[src/rtl/sipo_frame_ctrl.sv]
// Framed serial-to-parallel receiver with a valid/ready holding register and sticky overrun.
// Define SIPO_PARITY_EN to add a trailing even-parity bit per word and the parity_err flag.
module sipo_frame_ctrl #(
    parameter int WIDTH = 8,
    parameter int CNT_W = $clog2(WIDTH + 1)
) (
    input  logic             clk,
    input  logic             rst,
    input  logic             sin,
    input  logic             sin_valid,
    input  logic             frame_start,
    output logic [WIDTH-1:0] pout,
    output logic             pout_valid,
    input  logic             pout_ready,
    output logic             busy,
    output logic [CNT_W-1:0] bit_cnt,
    output logic             overrun,
`ifdef SIPO_PARITY_EN
    output logic             parity_err,
`endif
    input  logic             clr_ovr
);

`ifdef SIPO_PARITY_EN
    typedef enum logic [1:0] {IDLE, SHIFT, PARITY} state_t;
`else
    typedef enum logic [1:0] {IDLE, SHIFT} state_t;
`endif

    state_t           state;
    logic [WIDTH-1:0] sreg;
    logic [WIDTH-1:0] shifted;
    logic [WIDTH-1:0] word;
    logic             start;
    logic             last_data;
    logic             complete;
`ifdef SIPO_PARITY_EN
    logic             par_bad;
`endif

    assign shifted   = {sreg[WIDTH-2:0], sin};
    assign start     = sin_valid & frame_start;
    assign last_data = (state == SHIFT) && sin_valid && !frame_start
                       && (bit_cnt == CNT_W'(WIDTH - 1));

    // With parity the data bits are already in sreg when the parity bit arrives.
`ifdef SIPO_PARITY_EN
    assign complete  = (state == PARITY) && sin_valid && !frame_start;
    assign word      = sreg;
    assign par_bad   = (^sreg) != sin;
`else
    assign complete  = last_data;
    assign word      = shifted;
`endif

    assign busy = (state != IDLE);

    always_ff @(posedge clk or negedge rst) begin
        if (!rst) begin
            state      <= IDLE;
            sreg       <= '0;
            bit_cnt    <= '0;
            pout       <= '0;
            pout_valid <= 1'b0;
            overrun    <= 1'b0;
`ifdef SIPO_PARITY_EN
            parity_err <= 1'b0;
`endif
        end else begin
            // Frame assembly; frame_start restarts from any state.
            if (start) begin
                sreg    <= shifted;
                bit_cnt <= CNT_W'(1);
                state   <= SHIFT;
            end else begin
                case (state)
                    IDLE: ;
                    SHIFT: begin
                        if (sin_valid) begin
                            sreg <= shifted;
                            if (last_data) begin
`ifdef SIPO_PARITY_EN
                                bit_cnt <= CNT_W'(WIDTH);
                                state   <= PARITY;
`else
                                bit_cnt <= '0;
                                state   <= IDLE;
`endif
                            end else begin
                                bit_cnt <= bit_cnt + CNT_W'(1);
                            end
                        end
                    end
`ifdef SIPO_PARITY_EN
                    PARITY: begin
                        if (sin_valid) begin
                            bit_cnt <= '0;
                            state   <= IDLE;
                        end
                    end
`endif
                    default: begin
                        bit_cnt <= '0;
                        state   <= IDLE;
                    end
                endcase
            end

            // Holding register: accept on completion if free or being drained this edge.
            if (complete && (!pout_valid || pout_ready)) begin
                pout       <= word;
                pout_valid <= 1'b1;
            end else if (pout_valid && pout_ready) begin
                pout_valid <= 1'b0;
            end

            if (complete && pout_valid && !pout_ready)
                overrun <= 1'b1;
            else if (clr_ovr)
                overrun <= 1'b0;

`ifdef SIPO_PARITY_EN
            if (complete && par_bad)
                parity_err <= 1'b1;
            else if (clr_ovr)
                parity_err <= 1'b0;
`endif
        end
    end

endmodule

[config.mk]
export PLATFORM = sky130hd
export DESIGN_NAME = sipo_frame_ctrl
export DESIGN_NICKNAME = d
export VERILOG_FILES = /design/src/rtl/sipo_frame_ctrl.sv
export SDC_FILE = /design/constraint.sdc
export NUM_CORES = 1
export LEC_CHECK = 0
export CAP_MARGIN = 20
export CORE_UTILIZATION = 41
export CTS_BUF_LIST = sky130_fd_sc_hd__clkbuf_2 sky130_fd_sc_hd__clkbuf_4 sky130_fd_sc_hd__clkbuf_8
export CTS_CLUSTER_SIZE = 25
export DETAILED_ROUTE_END_ITERATION = 7
export MAX_ROUTING_LAYER = met4
export PLACE_DENSITY = 0.78
export SLEW_MARGIN = 20
export SYNTH_ARGS = -nofsm -noshare
export SYNTH_HDL_FRONTEND = slang
export SYNTH_SLANG_ARGS = --single-unit
[constraint.sdc]
create_clock -name clk -period 2 [get_ports clk]
set_clock_uncertainty 0.15 [all_clocks]
set_input_delay 0.2 -clock clk [delete_from_list [all_inputs] [get_ports clk]]
set_output_delay 0.2 -clock clk [all_outputs]
set_load 0.03 [all_outputs]
==> results.cfg <==
[sta]
fin_crit_sh_pct = 95.2
setup_tns_ns = 0
maxSlewViolCount = 0
fin_crit_ns = 1.90
grt_setup_unrepaired = no
relSlewSlack_pct = 74.5
hold_viol = 0
finalSetupViolCount = 0
tightestPinTransition_ns = 0.382
fmax_mhz = 525

[routing]
num_vias = 592
routed_wl_um = 1530
viasPerCell = 5.06
drt-pass1-iter-count = 2
remaining_drc_errors = 0
antenna_left = 0
first_iter_violations = 10
routedWlPerCell_um = 13.1

[place]
gp_congestion = 0.744
portBuffers = 21
hpwl_um = 1090

[clock_tree]
cts_tree = built
cts.sink_count = 22
cts.repair.resized = 0
clockBufferDepth = 2
hold_buffers = 0
clock_latency_ns = 0.30
cts-root-buf = clkbuf_4
cts_setup_buffers = 0
h-tree-depth = 1
numCtsBuffers = 3
path_clk_slew_ns = 0.12

[outcome]
status = finished clean

[yosys]
synth_seq_area_share_pct = 59.5
synthTopCellsByArea = dfrtp_1, mux2_2, nand3_4, o2bb2ai_1, buf_4
synth_top_area_share_pct = 59.5
synth_edf_count = 0
yosysMostFrequentCell = dfrtp_1
synth_nets = 74
async_reset_ff_share_pct = 100
synth_commonest_cells = dfrtp_1, mux2_2, inv_1, nand2_1
ys_warn_count = 0
avgSynthCellArea_um2 = 14.0
synth_ff_type = dfrtp_1
syn-cell-area_um2 = 925
synth_top_cell_by_area = dfrtp_1
yosysUniqueCellTypes = 24
synthCells = 66
ys_ff_latch = 22

[global_routing]
grt_pass1_vias = 586
grt_max_degree = 23
grt_use_total_pct = 14.8
antenna_found_initial = 0
grt-ovfl-total = 0
grt_first_pass_wirelength_um = 2590

[hold_path]
hold_class = input pin to async pin

[cells_and_area]
nets = 99
final_util_pct = 58.8
drive_above_1_share_pct = 27.8
diodes = 0
syn_to_final_growth_pct = 29.8

[critical_path]
required_ns = 1.65
reg2reg_from = bit_cnt[0]
path_max_fanout = 9
reg2reg_slack_ns = 0.36
critPathKind = register to output port
path_depth = 1
path_buf_inv = 1
cp_cell_sequence = clkdlybuf4s50_1
critPathLaunchType = register
critPathMaxStageDelay_ns = 0.73
r2r_end = pout[0]
crit_arrival_ns = 1.55
critPathCaptureType = output port
cp_top_family = buffers and inverters
reg2reg_depth = 4
cp_slowest_cell = clkdlybuf4s50_1

[power]
power_per_cell_area_mw_per_mm2 = 988
ir_worst_vdd_mv = 0.460
p_leak_nw = 0.528

[die]
row_count = 16
die_area_mm2 = 0.00245
core_mm2 = 0.00204
fp.dieH_um = 49.5
die_w_um = 49.5
start_util_pct = 45.3
io_pins = 22

[job]
maxCapViolations = 0
==> logic make-up (layout without fill, tap and decap cells) <==
logic type / after synthesis / after routing / synth area share (%)
fa+ha+maj: 1 / 1 / 1.35
buf+inv: 6 / 30 / 3.38
flops: 22 / 22 / 59.5
mux: 15 / 15 / 18.3
simple gates: 10 / 10 / 7.85
compound gates: 12 / 12 / 9.61
==> sequential cells by signal, summed over array words and instances, names as in the netlist <==
name        flops
overrun         1
sreg            7
pout            8
pout_valid      1
state           1
bit_cnt         4
==> final cells by class <==
class	count	area [um^2]
fillers	180	842
flip-flops and latches	22	551
multi-input cells	38	343
repair buffers	23	225
clock buffers	4	36.3
well taps	27	33.8
inverters	3	11.3
==> report_power, final <==
part           internal (mW)  total (mW)  leakage [nW]  switching [mW]
logic                  0.175       0.349         0.226           0.174
registers              0.537       0.599         0.281          0.0621
clock network          0.111       0.238        0.0210           0.127
==> per-layer routing <==
layer  wire [um]  share of wire (%)  GRT usage [%]  vias to the layer above
met5           0                  0              -                        -
met4          27                1.8           10.0                        0
met3          41                2.7           1.85                        2
met1         752                 49           18.8                      289
li1            -                  -              -                      289
met2         710                 46           22.1                       12
==> layout by cell type (no fill, tap or decap), drive strengths merged <==
master          n
nand2           3
nand2b          1
mux2           15
a31oi           1
nor2            1
o2bb2ai         2
clkbuf          4
clkdlybuf4s50  21
o22ai           1
a211oi          1
nor2b           1
nand3           2
dfrtp          22
a21oi           1
a22o            1
a221o           1
o41ai           1
ha              1
buf             2
o21ai           3
inv             3
and4            2
==> through the flow <==
stage	cells	power [mW]	hold slack (ns)	instance area [um^2]	setup slack (ns)
floorplan	66	0.809	-0.246	925	0.306
global placement	113	0.952	0.340	1160	0.248
detailed placement	113	0.962	0.342	1160	0.207
CTS	117	1.20	0.0758	1200	0.0734
global route	117	1.26	0.0735	1200	0.0226
finish	117	1.19	0.0735	1200	0.0964
==> worst max-delay path by stage <==
stage | startpoint | endpoint
floorplan | bit_cnt[0] | pout[0]
global placement | frame_start | sreg[1]
detailed placement | frame_start | sreg[3]
CTS | state[0] | busy
finish | state[0] | busy
global route | state[0] | busy
No activity file was read; power rests on OpenSTA's default activity.
